$ cat src/rtl/osd_dem_uart_rx_pkg.sv
// Shared osd definitions: dii flit type, packet field positions,
// event type code and the UART ingress parser state encoding.
package osd_dem_uart_rx_pkg;

    typedef struct packed {
        logic        valid;
        logic        last;
        logic [15:0] data;
    } dii_flit;

    localparam logic [3:0] OSD_TYPE_EVENT = 4'b1000;

    localparam int TYPE_MSB = 15;
    localparam int TYPE_LSB = 12;
    localparam int SRC_MSB  = 9;
    localparam int SRC_LSB  = 0;

    typedef enum logic [2:0] {
        ST_IDLE,
        ST_HDR,
        ST_FWD_HDR,
        ST_FWD,
        ST_EVT,
        ST_DROP
    } rx_state_e;

    function automatic logic [3:0] flit_type(input logic [15:0] d);
        return d[TYPE_MSB:TYPE_LSB];
    endfunction

endpackage

$ cat src/rtl/osd_dem_uart_rx_if.sv
// dii flit channel with valid/ready handshake.
// master drives the flit, slave returns ready.
interface osd_dem_uart_rx_if;
    import osd_dem_uart_rx_pkg::*;

    dii_flit flit;
    logic    ready;

    modport master (output flit, input ready);
    modport slave  (input flit, output ready);

endinterface

$ cat src/rtl/osd_dem_uart_rx_fifo.sv
// osd_fifo: first-word-fall-through FIFO with full/empty flags.
// Push while full is honoured only together with a pop.
module osd_fifo #(
    parameter int WIDTH = 8,
    parameter int DEPTH = 4
) (
    input  logic             clk,
    input  logic             rst,
    input  logic             push_i,
    input  logic [WIDTH-1:0] data_i,
    input  logic             pop_i,
    output logic [WIDTH-1:0] data_o,
    output logic             full_o,
    output logic             empty_o
);

    localparam int AW = $clog2(DEPTH);

    logic [WIDTH-1:0] mem_q [DEPTH];
    logic [AW:0]      wr_q, wr_d;
    logic [AW:0]      rd_q, rd_d;
    logic             pop_en;
    logic             push_en;

    assign empty_o = (wr_q == rd_q);
    assign full_o  = (wr_q[AW] != rd_q[AW]) &&
                     (wr_q[AW-1:0] == rd_q[AW-1:0]);
    assign pop_en  = pop_i & ~empty_o;
    assign push_en = push_i & (~full_o | pop_en);
    assign data_o  = mem_q[rd_q[AW-1:0]];

    // Pointer next-state.
    always_comb begin
        wr_d = wr_q;
        rd_d = rd_q;
        if (push_en) wr_d = wr_q + 1'b1;
        if (pop_en)  rd_d = rd_q + 1'b1;
    end

    // Pointer registers.
    always_ff @(posedge clk) begin
        if (rst) begin
            wr_q <= '0;
            rd_q <= '0;
        end else begin
            wr_q <= wr_d;
            rd_q <= rd_d;
        end
    end

    // Storage write; contents need no reset.
    always_ff @(posedge clk) begin
        if (push_en) mem_q[wr_q[AW-1:0]] <= data_i;
    end

endmodule

$ cat src/rtl/osd_dem_uart_rx.sv
// DEM UART ingress: event characters go to a FIFO, other packets pass on.
// Macro OSD_DEM_UART_RX_DROP_EN: drop characters on full FIFO instead of stalling.
module osd_dem_uart_rx
    import osd_dem_uart_rx_pkg::*;
#(
    parameter int FIFO_DEPTH = 4
) (
    input  logic                      clk,
    input  logic                      rst,
    input  logic [9:0]                id_i,
    osd_dem_uart_rx_if.slave          debug_in,
    osd_dem_uart_rx_if.master         reg_out,
    output logic [7:0]                in_char_o,
    output logic                      in_valid_o,
    input  logic                      in_ready_i,
    output logic [7:0]                drop_cnt_o
);

    rx_state_e   state_q;
    logic [15:0] hold_q;
    logic        din_rdy;
    logic        din_acc;
    logic        din_last;
    logic        is_evt;
    logic        push;
    logic        pop;
    logic        full;
    logic        empty;
    dii_flit     rout;

    assign is_evt   = (flit_type(debug_in.flit.data) == OSD_TYPE_EVENT);
    assign din_acc  = debug_in.flit.valid & din_rdy;
    assign din_last = debug_in.flit.last;
    assign push     = (state_q == ST_EVT) & din_acc;
    assign pop      = in_ready_i;

    assign debug_in.ready = din_rdy;
    assign reg_out.flit   = rout;
    assign in_valid_o     = ~empty;

    // Handshake and output decode for the current state.
    always_comb begin
        din_rdy = 1'b0;
        rout    = '0;
        unique case (state_q)
            ST_IDLE: din_rdy = 1'b1;
            ST_HDR:  din_rdy = debug_in.flit.valid & is_evt;
            ST_FWD_HDR: begin
                rout.valid = 1'b1;
                rout.last  = 1'b0;
                rout.data  = hold_q;
            end
            ST_FWD: begin
                rout    = debug_in.flit;
                din_rdy = reg_out.ready;
            end
`ifdef OSD_DEM_UART_RX_DROP_EN
            ST_EVT:  din_rdy = 1'b1;
`else
            ST_EVT:  din_rdy = ~full;
`endif
            ST_DROP: din_rdy = 1'b1;
            default: din_rdy = 1'b0;
        endcase
        if (rst) begin
            din_rdy = 1'b0;
            rout    = '0;
        end
    end

    // Packet parser state machine with flit0 hold register.
    always_ff @(posedge clk) begin
        if (rst) begin
            state_q <= ST_IDLE;
            hold_q  <= '0;
        end else begin
            unique case (state_q)
                ST_IDLE: begin
                    if (din_acc) begin
                        hold_q <= debug_in.flit.data;
                        if (!din_last) begin
                            if (debug_in.flit.data[SRC_MSB:SRC_LSB] != id_i)
                                state_q <= ST_DROP;
                            else
                                state_q <= ST_HDR;
                        end
                    end
                end
                ST_HDR: begin
                    if (din_acc)
                        state_q <= din_last ? ST_IDLE : ST_EVT;
                    else if (debug_in.flit.valid)
                        state_q <= ST_FWD_HDR;
                end
                ST_FWD_HDR: begin
                    if (reg_out.ready) state_q <= ST_FWD;
                end
                ST_FWD, ST_EVT, ST_DROP: begin
                    if (din_acc && din_last) state_q <= ST_IDLE;
                end
                default: state_q <= ST_IDLE;
            endcase
        end
    end

    osd_fifo #(
        .WIDTH (8),
        .DEPTH (FIFO_DEPTH)
    ) u_fifo (
        .clk     (clk),
        .rst     (rst),
        .push_i  (push),
        .data_i  (debug_in.flit.data[7:0]),
        .pop_i   (pop),
        .data_o  (in_char_o),
        .full_o  (full),
        .empty_o (empty)
    );

`ifdef OSD_DEM_UART_RX_DROP_EN
    logic [7:0] drop_q, drop_d;

    // Saturating count of characters lost to a full FIFO.
    always_comb begin
        drop_d = drop_q;
        if (push && full && !(pop && !empty) && drop_q != 8'hFF)
            drop_d = drop_q + 8'd1;
    end

    // Drop counter register.
    always_ff @(posedge clk) begin
        if (rst) drop_q <= '0;
        else     drop_q <= drop_d;
    end

    assign drop_cnt_o = drop_q;
`else
    assign drop_cnt_o = '0;
`endif

endmodule

$ cat src/flat_wrapper.sv
// flat-port wrapper written by rule: the top's interface ports become plain ports
module osd_dem_uart_rx_flat import osd_dem_uart_rx_pkg::*;
#(
    parameter int FIFO_DEPTH = 4
)
  (clk, rst, id_i, in_char_o, in_valid_o, in_ready_i, drop_cnt_o, debug_in_flit, debug_in_ready, reg_out_flit, reg_out_ready);
  osd_dem_uart_rx_if debug_in_i ();
  osd_dem_uart_rx_if reg_out_i ();
  input  logic clk;
  input  logic rst;
  input  logic [9:0] id_i;
  output logic [7:0] in_char_o;
  output logic in_valid_o;
  input  logic in_ready_i;
  output logic [7:0] drop_cnt_o;
  input wire logic [$bits(debug_in_i.flit)-1:0] debug_in_flit;
  output wire logic [$bits(debug_in_i.ready)-1:0] debug_in_ready;
  output wire logic [$bits(reg_out_i.flit)-1:0] reg_out_flit;
  input wire logic [$bits(reg_out_i.ready)-1:0] reg_out_ready;
  assign debug_in_i.flit = debug_in_flit;
  assign debug_in_ready = debug_in_i.ready;
  assign reg_out_flit = reg_out_i.flit;
  assign reg_out_i.ready = reg_out_ready;
  osd_dem_uart_rx #(.FIFO_DEPTH(FIFO_DEPTH)) u_core (.clk(clk), .rst(rst), .id_i(id_i), .debug_in(debug_in_i), .reg_out(reg_out_i), .in_char_o(in_char_o), .in_valid_o(in_valid_o), .in_ready_i(in_ready_i), .drop_cnt_o(drop_cnt_o));
endmodule
$ cat config.mk
export PLATFORM = sky130hd
export DESIGN_NAME = osd_dem_uart_rx_flat
export DESIGN_NICKNAME = d
export VERILOG_FILES = /design/src/rtl/osd_dem_uart_rx_pkg.sv /design/src/rtl/osd_dem_uart_rx_if.sv /design/src/rtl/osd_dem_uart_rx_fifo.sv /design/src/rtl/osd_dem_uart_rx.sv /design/src/flat_wrapper.sv
export SDC_FILE = /design/constraint.sdc
export NUM_CORES = 1
export LEC_CHECK = 0
export ABC_AREA = 1
export CORE_MARGIN = 1.5
export CORE_UTILIZATION = 50
export CTS_CLUSTER_DIAMETER = 150
export DETAILED_ROUTE_END_ITERATION = 8
export GPL_TIMING_DRIVEN = 0
export HOLD_SLACK_MARGIN = 0.03
export MAX_ROUTING_LAYER = met4
export PLACE_DENSITY = 0.79
export SYNTH_ARGS = -nofsm -noshare
export SYNTH_HDL_FRONTEND = slang
export SYNTH_SLANG_ARGS = --single-unit
$ cat constraint.sdc
create_clock -name clk -period 2.6 [get_ports clk]
set_clock_uncertainty 0.05 [all_clocks]
set_input_delay 0.26 -clock clk [delete_from_list [all_inputs] [get_ports clk]]
set_output_delay 0.26 -clock clk [all_outputs]
set_load 0.01 [all_outputs]
==> flow_metrics.tcl <==
set metrics [dict create \
    place_congestion 0.868 \
    tightest_slew_ns 0.816 \
    path_max_fanout 10 \
    io_pins 68 \
    syn2layout_area_growth_pct 32.1 \
    synth-edff-count 32 \
    clock_sinks 59 \
    seq_area_um2 1500 \
    yosys.cell_types.count 33 \
    ctsResizeCount 3 \
    ys_async_sr_fraction_pct 0 \
    drt_iter0_drc 222 \
    port-buffer-count 59 \
    layoutNonFillerInstCount 505 \
    yosys-top-cells-count "nor2_1, nand2_1, o21ai_0" \
    rrSetupSlack_ns 0.21 \
    yosysTopAreaCell "edfxtp_1" \
    hold_end "u_core.hold_q[2]" \
    critPathKind "flop to output port" \
    end_kind "output port" \
    num_rows 27 \
    dieArea_um2 6390 \
    grt_pass1_wl_mm 11.7 \
    status "finished clean" \
    ys.flop_type "edfxtp_1" \
    antenna_left 0 \
    drc_errors 0 \
    r2r_cells 11 \
    p_total_mw 3.51 \
    synth_top_family_by_area "simple AND/OR/NAND/NOR gates" \
    critical_path_buf_inv_count 3 \
    crit_chain "buf_4 > buf_2 > nand3_1 > a21oi_1 > clkdlybuf4s50_1" \
    synthesis.instances 353 \
    cp_top_family "buffers and inverters" \
    power_density_nw_per_um2 898 \
    cp-start-kind "flop" \
    netlist_area_um2 2960 \
    routed_wl_mm 7.43 \
    synthXorXnorAreaFrac_pct 1.18 \
    hold_ws_ns 0.467 \
    rsz0062_at_grt "no" \
    cts_max_level 3 \
    wl_per_cell_um 14.7 \
    dr.pass1.iters 6 \
    antenna_found_initial 0 \
    post_cts_buffers 0 \
    synth_simple_gate_area_share_pct 22.9 \
    start_util_pct 52.8 \
    leakagePower_nw 1.48 \
    fin_nets 465 \
    fmax_ghz 0.406 \
    slowest_stage "clkdlybuf4s50_1" \
    synth-seq-cells 59 \
    slew-limit-headroom_pct 45.4 \
    synth_compound_area_share_pct 14.6 \
    setup_viol 0 \
    hold_buffers 0 \
    clk_pin_slew_worst_paths_ns 0.07 \
    worstPathArrival_ns 2.15 \
    track_usage_pct 25.2 \
    period_needed_ns 2.46 \
    cts_root_buf "clkbuf_8" \
    cp_slowest_stage_delay_ns 0.58 \
    critical_path_required_ns 2.29 \
    yosysWarnings 0 \
    timing.rr.start "u_core.state_q[2]" \
    cts_buffer_depth 2 \
    synth.top_cells.by_area "edfxtp_1, dfxtp_1, o21ai_0, nor2_1, nand2_1" \
    clkLatencyLatePin_ns 0.34 \
    multi_input_area_um2 1240 \
    drive_above_1_share_pct 10.2 \
    fillCellCount 461 \
    hold_violations 0 \
    syn_avg_cell_area_um2 8.39 \
    yosysSeqAreaShare_pct 50.7 \
    dp.cells 491 \
    cts_tree "done" \
    drv_cap 0 \
    min_path_type "flop to flop" \
    yosysTopAreaCellShare_pct 32.5 \
    ir_worst_vdd_mv 0.684 \
    dp_hpwl_mm 5.05 \
    first_global_vias 2508 \
    n_antenna_cell 0 \
    cts_buffers 9 \
    whs_path_depth 2 \
    worstHoldStart "u_core.hold_q[2]" \
    drv_slew 0 \
    synth-adder-area-share_pct 2.11 \
    avgViaCountPerCell 5.46 \
    synthMuxAreaShare_pct 0 \
    synth.most_common_cell "nor2_1" \
    r2r_end "u_core.u_fifo.mem_q[2][6]" \
    die_y_um 79.9 \
    core_um2 5610 \
    grt_max_degree 17 \
    overflow 0 \
    die-width_um 79.9 \
    post-route-period-util_pct 94.6 \
    vias 2759 \
]
worst reg2reg max path, delay by kind of cell, from the launching register on:
kind	cells	cell delay (ns)
buffers and inverters	3	0.31
flip-flops	1	0.36
AND/OR/NAND/NOR	8	1.31
cells in the final DEF (no fill, tap or decap), types with 2 or more instances in the layout:
cell,instances
conb_1,8
o21ai_1,4
xor2_1,3
dfxtp_1,27
nand2_2,2
clkinv_1,2
nand4_1,5
a21oi_1,30
edfxtp_1,32
nor2_1,49
o22ai_1,9
nand2_1,47
buf_4,10
o21ai_0,38
nor3_1,11
clkbuf_8,9
buf_2,3
nand3_1,24
ha_1,5
clkdlybuf4s50_1,59
clkbuf_1,5
nor2_4,3
nor2_2,2
inv_1,26
inv_2,2
nand2_4,2
bufinv_16,3
metrics by stage:
step / cell area (µm²) / worst slack [ns] / TNS, ns / utilization, %
2_1_floorplan: 2990 / 0.665 / 0 / -
3_3_place_gp: 3670 / -0.0568 / -0.871 / 65.4
3_5_place_dp: 3670 / -0.0740 / -1.26 / 65.4
4_1_cts: 3910 / 0.0557 / 0 / 69.6
5_1_grt: 3910 / 0.0307 / 0 / 69.7
6_report: 3910 / 0.139 / 0 / 69.7
report_power, final:
part / switching [mW] / leakage (nW) / internal [mW] / total, mW
clock: 0.378 / 0.117 / 0.635 / 1.01
sequential: 0.109 / 0.508 / 1.11 / 1.22
combinational: 0.749 / 0.851 / 0.531 / 1.28
total: 1.24 / 1.48 / 2.27 / 3.51
metal layers:
| metal | track usage [%] | wire length (µm) | part of all wire, % | vias to the layer above |
|---|---|---|---|---|
| met5 | - | 0 | 0 | - |
| met3 | 3.09 | 466 | 6.3 | 15 |
| li1 | - | - | - | 1334 |
| met4 | 13.3 | 175 | 2.4 | 0 |
| met1 | 30.8 | 3180 | 43 | 1289 |
| met2 | 40.8 | 3600 | 48 | 121 |
cell families after synthesis:
kind of cell,Yosys count
buffers and inverters,53
AO/OA/AOI/OAI,83
XOR/XNOR,4
adder cells (fa/ha/maj),5
flip-flops,59
AND/OR/NAND/NOR,148
other,1
how the worst max path moves through the flow:
stage,from,end,slack (ns),depth (start not counted)
6_report,u_core.state_q[1],reg_out_flit[1],0.14,5
5_1_grt,u_core.state_q[0],u_core.u_fifo.mem_q[2][6],0.03,10
4_1_cts,u_core.state_q[1],reg_out_flit[1],0.06,6
3_5_place_dp,debug_in_flit[17],u_core.u_fifo.mem_q[2][6],-0.07,9
3_3_place_gp,debug_in_flit[17],u_core.u_fifo.mem_q[2][6],-0.06,9
2_1_floorplan,u_core.state_q[2],u_core.u_fifo.mem_q[0][0],0.66,11
final cells by class:
type / instances / area share (%)
plain buffers: 20 / 3.20
clock buffers: 9 / 3.17
multi-input cells: 248 / 31.7
clock inverters: 7 / 2.94
flip-flops and latches: 59 / 38.4
repair buffers: 59 / 15.1
inverters: 31 / 3.17
well taps: 72 / 2.30
sequential cells by signal (all words and copies together) (netlist names), named ones only:
signal,count
u_core.hold_q,16
u_core.state_q,3
u_core.u_fifo.mem_q,32
u_core.u_fifo.wr_q,3
u_core.u_fifo.rd_q,3
Power figures use the tool's default switching activity.
